File: config.mk
export PLATFORM = sky130hd
export DESIGN_NAME = ma_pipeline_flat
export DESIGN_NICKNAME = d
export VERILOG_FILES = /design/src/rtl/ma_pipeline_if.sv /design/src/rtl/ma_pipeline.sv /design/src/flat_wrapper.sv
export SDC_FILE = /design/constraint.sdc
export NUM_CORES = 1
export LEC_CHECK = 0
export ABC_AREA = 0
export CAP_MARGIN = 20
export CORE_UTILIZATION = 45
export DETAILED_ROUTE_END_ITERATION = 6
export MAX_ROUTING_LAYER = met4
export PLACE_DENSITY = 0.81
export SETUP_SLACK_MARGIN = 0.5
export SYNTH_ARGS = -nofsm -noshare
export SYNTH_HDL_FRONTEND = slang
export SYNTH_SLANG_ARGS = --single-unit
File: constraint.sdc
create_clock -name clk -period 2 [get_ports clk]
set_input_delay 0.4 -clock clk [delete_from_list [all_inputs] [get_ports clk]]
set_output_delay 0.4 -clock clk [all_outputs]
set_load 0.02 [all_outputs]
File: src/rtl/ma_pipeline_if.sv
// Data-memory request/response bundle between the MA stage
// and the memory.
interface ma_pipeline_if;
    logic        mem_req;
    logic        mem_we;
    logic [31:0] mem_addr;
    logic [31:0] mem_wdata;
    logic [3:0]  mem_wstrb;
    logic [31:0] mem_rdata;
    logic        mem_ready;

    modport master (
        output mem_req, mem_we, mem_addr, mem_wdata, mem_wstrb,
        input  mem_rdata, mem_ready
    );

    modport slave (
        input  mem_req, mem_we, mem_addr, mem_wdata, mem_wstrb,
        output mem_rdata, mem_ready
    );
endinterface

File: src/rtl/ma_pipeline.sv
// Memory-access stage: one data-memory transaction per load/store,
// load/store formatting, writeback select, MA/WB and WB2 registers.
module ma_pipeline #(
    parameter int TIMEOUT_CYCLES = 255
) (
    input  logic          clk,
    input  logic          reset_n,
    input  logic          RegWEn_in,
    input  logic          MemRW_in,
    input  logic [1:0]    WBSel_in,
    input  logic [2:0]    funct3_in,
    input  logic [31:0]   ALU_Result_in,
    input  logic [31:0]   DataB_in,
    input  logic [31:0]   pcPlus4_in,
    input  logic [4:0]    AddrD_in,
    ma_pipeline_if.master mem,
    output logic          stall_out,
    output logic          mem_err,
    output logic          misalign_err,
    output logic          RegWEn_out,
    output logic [4:0]    AddrD_out,
    output logic [31:0]   WB_Result_out,
    output logic          RegWEn2_out,
    output logic [4:0]    AddrD2_out,
    output logic [31:0]   WB_Result2_out
);
    typedef enum logic [1:0] {IDLE, BUSY, DONE} state_t;

    localparam logic [7:0] LAST = 8'(TIMEOUT_CYCLES - 1);

    state_t      state;
    logic [7:0]  count;
    logic [31:0] load_buf;
    logic        req_q;
    logic        we_q;
    logic [31:0] addr_q;
    logic [31:0] wdata_q;
    logic [3:0]  wstrb_q;

    logic        mem_op;
    logic        is_byte;
    logic        is_half;
    logic        is_word;
    logic        misalign;
    logic        go;
    logic        reg_we;
    logic [1:0]  lane;
    logic [7:0]  ld_byte;
    logic [15:0] ld_half;
    logic [31:0] ld_data;
    logic [31:0] st_data;
    logic [3:0]  st_strb;
    logic [31:0] wb_value;

    assign mem.mem_req   = req_q;
    assign mem.mem_we    = we_q;
    assign mem.mem_addr  = addr_q;
    assign mem.mem_wdata = wdata_q;
    assign mem.mem_wstrb = wstrb_q;

    assign lane   = ALU_Result_in[1:0];
    assign mem_op = MemRW_in | (WBSel_in == 2'b00);

    // funct3 100/101 only mean LBU/LHU for loads; stores treat them as SW
    assign is_byte = (funct3_in == 3'b000)
                   | (!MemRW_in && funct3_in == 3'b100);
    assign is_half = (funct3_in == 3'b001)
                   | (!MemRW_in && funct3_in == 3'b101);
    assign is_word = !is_byte && !is_half;

    assign misalign = mem_op
                    & ((is_half & lane[0])
                    |  (is_word & (lane != 2'b00)));

    assign go        = (state == IDLE) & mem_op & ~misalign;
    assign stall_out = go | (state == BUSY);
    assign reg_we    = RegWEn_in & (AddrD_in != 5'd0);

    always_comb begin
        st_data = DataB_in;
        st_strb = 4'b1111;
        unique case (1'b1)
            is_byte: begin
                st_data = {4{DataB_in[7:0]}};
                st_strb = 4'b0001 << lane;
            end
            is_half: begin
                st_data = {2{DataB_in[15:0]}};
                st_strb = lane[1] ? 4'b1100 : 4'b0011;
            end
            default: ;
        endcase
    end

    assign ld_byte = load_buf[{lane, 3'b000} +: 8];
    assign ld_half = lane[1] ? load_buf[31:16] : load_buf[15:0];

    always_comb begin
        ld_data = load_buf;
        unique case (1'b1)
            is_byte: ld_data = funct3_in[2]
                             ? {24'h0, ld_byte}
                             : {{24{ld_byte[7]}}, ld_byte};
            is_half: ld_data = funct3_in[2]
                             ? {16'h0, ld_half}
                             : {{16{ld_half[15]}}, ld_half};
            default: ;
        endcase
    end

    always_comb begin
        wb_value = 32'h0;
        unique case (WBSel_in)
            2'b00:   wb_value = ld_data;
            2'b01:   wb_value = ALU_Result_in;
            2'b10:   wb_value = pcPlus4_in;
            default: wb_value = 32'h0;
        endcase
    end

    always_ff @(posedge clk or negedge reset_n) begin
        if (!reset_n) begin
            state          <= IDLE;
            count          <= 8'd0;
            load_buf       <= 32'h0;
            req_q          <= 1'b0;
            we_q           <= 1'b0;
            addr_q         <= 32'h0;
            wdata_q        <= 32'h0;
            wstrb_q        <= 4'h0;
            mem_err        <= 1'b0;
            misalign_err   <= 1'b0;
            RegWEn_out     <= 1'b0;
            AddrD_out      <= 5'd0;
            WB_Result_out  <= 32'h0;
            RegWEn2_out    <= 1'b0;
            AddrD2_out     <= 5'd0;
            WB_Result2_out <= 32'h0;
        end else begin
            mem_err        <= 1'b0;
            misalign_err   <= 1'b0;
            RegWEn2_out    <= RegWEn_out;
            AddrD2_out     <= AddrD_out;
            WB_Result2_out <= WB_Result_out;
            RegWEn_out     <= 1'b0;
            AddrD_out      <= 5'd0;
            WB_Result_out  <= 32'h0;
            unique case (state)
                IDLE: begin
                    if (go) begin
                        state   <= BUSY;
                        count   <= 8'd0;
                        req_q   <= 1'b1;
                        we_q    <= MemRW_in;
                        addr_q  <= {ALU_Result_in[31:2], 2'b00};
                        wdata_q <= st_data;
                        wstrb_q <= MemRW_in ? st_strb : 4'h0;
                    end else begin
                        RegWEn_out    <= reg_we & ~misalign;
                        AddrD_out     <= AddrD_in;
                        WB_Result_out <= wb_value;
                        misalign_err  <= misalign;
                    end
                end
                BUSY: begin
                    if (mem.mem_ready) begin
                        load_buf <= mem.mem_rdata;
                        req_q    <= 1'b0;
                        state    <= DONE;
                    end else if (count == LAST) begin
                        load_buf <= 32'h0;
                        req_q    <= 1'b0;
                        mem_err  <= 1'b1;
                        state    <= DONE;
                    end else begin
                        count <= count + 8'd1;
                    end
                end
                DONE: begin
                    RegWEn_out    <= reg_we;
                    AddrD_out     <= AddrD_in;
                    WB_Result_out <= wb_value;
                    state         <= IDLE;
                end
                default: state <= IDLE;
            endcase
        end
    end
endmodule

File: src/flat_wrapper.sv
// flat-port wrapper written by rule: the top's interface ports become plain ports
module ma_pipeline_flat 
#(
    parameter int TIMEOUT_CYCLES = 255
)
  (clk, reset_n, RegWEn_in, MemRW_in, WBSel_in, funct3_in, ALU_Result_in, DataB_in, pcPlus4_in, AddrD_in, stall_out, mem_err, misalign_err, RegWEn_out, AddrD_out, WB_Result_out, RegWEn2_out, AddrD2_out, WB_Result2_out, mem_mem_req, mem_mem_we, mem_mem_addr, mem_mem_wdata, mem_mem_wstrb, mem_mem_rdata, mem_mem_ready);
  ma_pipeline_if mem_i ();
  input  logic clk;
  input  logic reset_n;
  input  logic RegWEn_in;
  input  logic MemRW_in;
  input  logic [1:0] WBSel_in;
  input  logic [2:0] funct3_in;
  input  logic [31:0] ALU_Result_in;
  input  logic [31:0] DataB_in;
  input  logic [31:0] pcPlus4_in;
  input  logic [4:0] AddrD_in;
  output logic stall_out;
  output logic mem_err;
  output logic misalign_err;
  output logic RegWEn_out;
  output logic [4:0] AddrD_out;
  output logic [31:0] WB_Result_out;
  output logic RegWEn2_out;
  output logic [4:0] AddrD2_out;
  output logic [31:0] WB_Result2_out;
  output wire logic [$bits(mem_i.mem_req)-1:0] mem_mem_req;
  output wire logic [$bits(mem_i.mem_we)-1:0] mem_mem_we;
  output wire logic [$bits(mem_i.mem_addr)-1:0] mem_mem_addr;
  output wire logic [$bits(mem_i.mem_wdata)-1:0] mem_mem_wdata;
  output wire logic [$bits(mem_i.mem_wstrb)-1:0] mem_mem_wstrb;
  input wire logic [$bits(mem_i.mem_rdata)-1:0] mem_mem_rdata;
  input wire logic [$bits(mem_i.mem_ready)-1:0] mem_mem_ready;
  assign mem_mem_req = mem_i.mem_req;
  assign mem_mem_we = mem_i.mem_we;
  assign mem_mem_addr = mem_i.mem_addr;
  assign mem_mem_wdata = mem_i.mem_wdata;
  assign mem_mem_wstrb = mem_i.mem_wstrb;
  assign mem_i.mem_rdata = mem_mem_rdata;
  assign mem_i.mem_ready = mem_mem_ready;
  ma_pipeline #(.TIMEOUT_CYCLES(TIMEOUT_CYCLES)) u_core (.clk(clk), .reset_n(reset_n), .RegWEn_in(RegWEn_in), .MemRW_in(MemRW_in), .WBSel_in(WBSel_in), .funct3_in(funct3_in), .ALU_Result_in(ALU_Result_in), .DataB_in(DataB_in), .pcPlus4_in(pcPlus4_in), .AddrD_in(AddrD_in), .mem(mem_i), .stall_out(stall_out), .mem_err(mem_err), .misalign_err(misalign_err), .RegWEn_out(RegWEn_out), .AddrD_out(AddrD_out), .WB_Result_out(WB_Result_out), .RegWEn2_out(RegWEn2_out), .AddrD2_out(AddrD2_out), .WB_Result2_out(WB_Result2_out));
endmodule
# Yosys cells after proc, flatten, opt, wreduce, memory -nomap -nowiden
# Index checks and enable logic that the tools add are counted.
dict set report word_totals {
  regBits 188
  out_inout_bits 149
  word_cells 96
}
dict set report op_classes {
  n_addsub 1
  eq_ne 12
  shifts 2
  n_mux 34
  n_bitwise 13
  n_reduce_logical 18
}
# op count
set op_table {}
lappend op_table {{case mux 32 bit (2 select lines)} 3}
lappend op_table {{2-to-1 mux 32 bit} 5}
lappend op_table {{case mux 32 bit (3 select lines)} 1}
lappend op_table {{indexed part select 32 x 6 -> 8 bit} 1}
lappend op_table {{2-to-1 mux 8 bit} 3}
lappend op_table {{2-to-1 mux 16 bit} 1}
lappend op_table {{case mux 8 bit (2 select lines)} 1}
lappend op_table {{case mux 5 bit (2 select lines)} 1}
lappend op_table {{2-to-1 mux 1 bit} 9}
lappend op_table {{adder 8 x 1 -> 8 bit, second input constant} 1}
lappend op_table {{== test 8 bit, second input constant} 1}
lappend op_table {{2-to-1 mux 4 bit} 2}
lappend op_table {{case mux 4 bit (2 select lines)} 1}
lappend op_table {{AND 1 bit} 7}
lappend op_table {{== test 3 bit, second input constant} 2}
lappend op_table {{2-to-1 mux 2 bit} 3}
lappend op_table {{AND reduction 2 bit} 3}
lappend op_table {{nonzero test 2 bit} 3}
lappend op_table {{2-to-1 mux 5 bit} 1}
lappend op_table {{OR 1 bit} 5}
lappend op_table {{nonzero test 5 bit} 1}
lappend op_table {{== test 2 x 1 -> 1 bit, second input constant} 2}
lappend op_table {{== test 2 bit, second input constant} 2}
lappend op_table {{logical NOT 2 bit} 2}
lappend op_table {{other kinds (13)} 19}

# Depth between registers and ports, before layout
dict set report logic_depth {
  depth_word 12
  mapped_depth 9
}

# Worst setup path after synthesis
# No wires, ideal clock.
dict set report synth_path {
  kind {input port to flip-flop}
  from {input ALU_Result_in[0]}
  to {register u_core.wdata_q[13], in the netlist u_core.mem.mem_wdata[13]}
  setup_time_ns 0.081
  arrival_ns 1.729
  t_required_ns 1.919
  path_slack_ns 0.190
  path_stages 8
  path_buffers 3
  cell_sequence {buf_4 > or2_2 > a22oi_4 > nor3b_2 > buf_6 > buf_6 > nor2_2 > a31oi_2}
}
dict set report synth_between {
  elab_chain_len 7
  word_cells_on_any_way 8
  cone_classes {bitwise: 6; reduce/logical: 2}
}
# item line
set synth_rtl {}
lappend synth_rtl {{from (decl)} flat_wrapper.sv:14} ;# input logic [31:0] ALU_Result_in;
lappend synth_rtl {{nonzero test 2 bit} ma_pipeline.sv:73} ;# | (is_word & (lane != 2'b00)));
lappend synth_rtl {{AND 1 bit} ma_pipeline.sv:73}
lappend synth_rtl {{OR 1 bit *} ma_pipeline.sv:73}
lappend synth_rtl {{AND 1 bit *} ma_pipeline.sv:72} ;# & ((is_half & lane[0])
lappend synth_rtl {{inverter 1 bit *} ma_pipeline.sv:75} ;# assign go = (state == IDLE) & mem_op & ~misalign;
lappend synth_rtl {{AND 1 bit *} ma_pipeline.sv:75}
lappend synth_rtl {{AND reduction 2 bit (no source line) *} --}
lappend synth_rtl {{to (signal assigned)} ma_pipeline.sv:156} ;# wdata_q <= st_data;
lappend synth_rtl {{to (decl)} ma_pipeline.sv:37} ;# logic [31:0] wdata_q;
# Every way passes the cells marked *; elsewhere a longest branch is shown, timed or not.
# A chain may end at the register's enable or synchronous reset.

# Worst setup path after layout
dict set report layout_path {
  from {register u_core.state[1]}
  to {register u_core.wdata_q[23], in the netlist u_core.mem.mem_wdata[23]}
}
dict set report layout_between {
  elab_chain_len 4
}
# item line
set layout_rtl {}
lappend layout_rtl {{from (decl)} ma_pipeline.sv:31} ;# state_t state;
lappend layout_rtl {{from (signal assigned)} ma_pipeline.sv:123} ;# state <= IDLE;
lappend layout_rtl {{from (signal assigned)} ma_pipeline.sv:151} ;# state <= BUSY;
lappend layout_rtl {{from (signal assigned)} ma_pipeline.sv:169} ;# state <= DONE;
lappend layout_rtl {{logical NOT 2 bit *} {ma_pipeline.sv:75, ma_pipeline.sv:148}}
lappend layout_rtl {{AND 1 bit (2 in a row)} ma_pipeline.sv:75}
lappend layout_rtl {{AND reduction 2 bit (no source line) *} --}
# Marks and branches as above.

==> metrics <==
FF-to-FF Start=u_core.state[1]$_DFFE_PN0P_; largest family of logic cells by synthesized area=compound AO/OA/AOI/OAI gates; critical path startpoint category=register; clk buf depth=2; total power=14.57 mW; Detailed Place HPWL=18280 um; # fillers=1086; Slowest cell on crit path=dfrtp_2; DIE WIDTH=approximately 140 um; share of cells above drive strength 1=a little under two fifths; area leader, netlist=dfrtp_1; Gate Count Post-Synth=between 700 and 800; Reg clk slew, reported paths=70 ps; antenna fix cells=0; status=finished, final reports clean; crit path DAT=around 2100 ps; Pleak=slightly above 6 nW; RSZ-0062 raised after global routing=true; Final Hold Fails=0; number of flops mapped to enable cells by yosys=0; fmax=~570 MHz; DIE AREA=~18000 um2; Post-Synth XOR/XNOR Area=0.3281%; syn avg cell area=10.52 um2; crit path from=u_core.state[1]$_DFFE_PN0P_; crit end category=register; Multi-input gate area=3680 um2; Residual DRC=0; clock buffer count from CTS=17; die height=135.4 um; reg-to-reg endpoint=u_core.mem.mem_wdata[23]$_DFFE_PN0P_; via count=8043; vias per inst=5.901; Global Route Usage Sum=between 30% and 40%; remaining global-route overflow=0; largest net degree at the start of global routing=71; Tcrit/Tclk final=87.04%; post-route antenna net violation count=0; Seq. cell area=4710 um2; Wirelength per Cell=~22 um; Max VDD drop=0.0006709 V; mux share of post-synthesis cell area=about 3.5%; site row count=48; H-Tree Depth=4; dominant synthesized flop cell=dfrtp_1; Root Driver=clkbuf_16; Yosys cell types=57; CP Capture Point=u_core.mem.mem_wdata[23]$_DFFE_PN0P_; share of Yosys cell area claimed by the top area cell type=58.74%; worst stage delay on the critical path=around 460 ps; Starting DRT DRC Count=786; Buf/Inv on CP=5; final wirelength=30230 um; crit path kind=register to register; Pwr Density=1094 nW/um2; initial antenna violation count=0; clk_lat worst skew=430 ps; number of synthesized register bits=roughly 190; Seq/Total Area, Yosys=58.74%; Hold Path Stages=0; final setup fails=0; nets=1270; Post-Synth Simple-Gate Area=between 15 and 20%; fin crit period=roughly 1700 ps; critical path required time=approximately 2300 ps; post-synthesis compound-gate area fraction=16.93%; Synth Area in Adders=less than 1%; CORE AREA=about 17000 um2; final hold slack=370.5 ps; Max Slew Vio Count=0; number of global-route vias before repair=~7700; GPL Wtd Cong=0.8751; Initial DRT Pass Iterations=6; Worst path top cell family by delay=buffers and inverters; CP most frequent cell=buf_12; Worst Reg-to-Reg Cells=9; HP Class=register to register; Commonest cells post-synth=188 x dfrtp_1, 188 x nand2_1, 57 x nor2_1; CP Cell Sequence=buf_6, a21o_1, nor3b_4, buf_12, buf_12, buf_12, buf_16, nor2_2, a31oi_1; area growth from synthesis to layout=66.22%; first-pass GRT wire length=43110 um; CTS tree=done; worst reg2reg setup slack=260 ps; critical path depth in cells=9; critical path fanouts, max=6; Syn. warnings=0; Synth Cell Area=8009 um2; # port buffers=between 200 and 300; max-cap viol count=0; Synth async-reset ratio=100.0%; initial core utilization=46.14%; IO Count=292; clock sink count=188; Clock Skew=a little under 9 ps; top post-synthesis cells by area=dfrtp_1 59%, nand2_1 8.8%, a22o_1 3.9%
layout by cell type, fill, tap and decap left out, types with 17 or more instances in the layout:
master	synthesis	routed
clkdlybuf4s50_1	0	133
nand2_1	188	152
clkbuf_16	0	22
buf_12	0	20
dfrtp_1	188	184
buf_4	9	54
a21oi_1	32	20
nor2_1	57	53
nand2_2	0	23
clkbuf_2	0	35
buf_2	14	53
a22o_1	36	36
a21o_1	18	17
clkdlybuf4s15_2	0	56
power breakdown:
| part | total [mW] | internal [mW] | switching, mW |
|---|---|---|---|
| combinational | 5.40 | 2.57 | 2.83 |
| clock | 3.55 | 1.99 | 1.55 |
| sequential | 5.61 | 4.79 | 0.827 |
| total | 14.6 | 9.35 | 5.22 |
final cells by class:
class | count | area share (%)
multi-input cells | 513 | 27.64
clock inverters | 15 | 1.400
inverters | 7 | 0.2162
flip-flops and latches | 188 | 35.38
well taps | 225 | 2.115
repair buffers | 398 | 30.06
clock buffers | 17 | 3.195
metal layers:
| metal | share of wire (%) | global-route usage, % | vias up |
|---|---|---|---|
| met3 | 7.9 | 6.397 | 111 |
| li1 | - | - | 3422 |
| met2 | 50 | 51.68 | 503 |
| met1 | 38 | 39.94 | 4007 |
| met4 | 4.4 | 13.61 | 0 |
| met5 | 0 | - | - |
flip-flops by register name, indices dropped and copies added, names as in the netlist, 2 cells and up:
name	count
u_core.load_buf	32
u_core.WB_Result_out	32
u_core.AddrD2_out	5
u_core.state	2
u_core.mem.mem_addr	30
u_core.mem.mem_wstrb	4
u_core.mem.mem_wdata	32
u_core.AddrD_out	5
u_core.WB_Result2_out	32
u_core.count	8
how the worst min path moves through the flow:
stage | start | endpoint | slack [ps]
final | u_core.WB_Result_out[11]$_DFF_PN0_ | u_core.WB_Result2_out[11]$_DFF_PN0_ | 370
after global routing | u_core.WB_Result_out[9]$_DFF_PN0_ | u_core.WB_Result2_out[9]$_DFF_PN0_ | 380
after CTS | u_core.WB_Result_out[11]$_DFF_PN0_ | u_core.WB_Result2_out[11]$_DFF_PN0_ | 370
after detailed placement | reset_n | u_core.WB_Result2_out[29]$_DFF_PN0_ | 270
after global placement | reset_n | u_core.WB_Result2_out[30]$_DFF_PN0_ | 270
after floorplan | reset_n | u_core.AddrD2_out[0]$_DFF_PN0_ | 100
timing repair:
action / in CTS / in global routing
pin swaps: 21 / 100
hold buffers: 1 / 0
gates resized for setup: 486 / 196
cloned: 12 / 6
endpoints found under the hold margin: 14 / 0
buffers inserted: 28 / 15
setup endpoints to repair: 291 / 208
stage by stage:
| stage | setup WS, ps | cells | utilization [%] | area (um2) | setup TNS, ps |
|---|---|---|---|---|---|
| after CTS | 294.0 | 1342 | 74.76 | 12980 | 0 |
| after global placement | -441.5 | 1269 | 66.41 | 11530 | -25350 |
| after detailed placement | -437.6 | 1269 | 66.41 | 11530 | -29110 |
| after floorplan | 246.2 | 762 | - | 8222 | 0 |
| final | 259.3 | 1363 | 76.70 | 13310 | 0 |
| after global routing | 226.4 | 1363 | 76.70 | 13310 | 0 |
kinds of logic (layout without fill, tap and decap cells):
family,count (synthesis),count (layout)
buffers and inverters,63,437
XOR/XNOR,3,3
AND/OR/NAND/NOR,304,304
flip-flops,188,188
multiplexers,20,20
other,1,2
AO/OA/AOI/OAI,180,182
adder cells (fa/ha/maj),2,2
(Power assumes the default switching activity.)
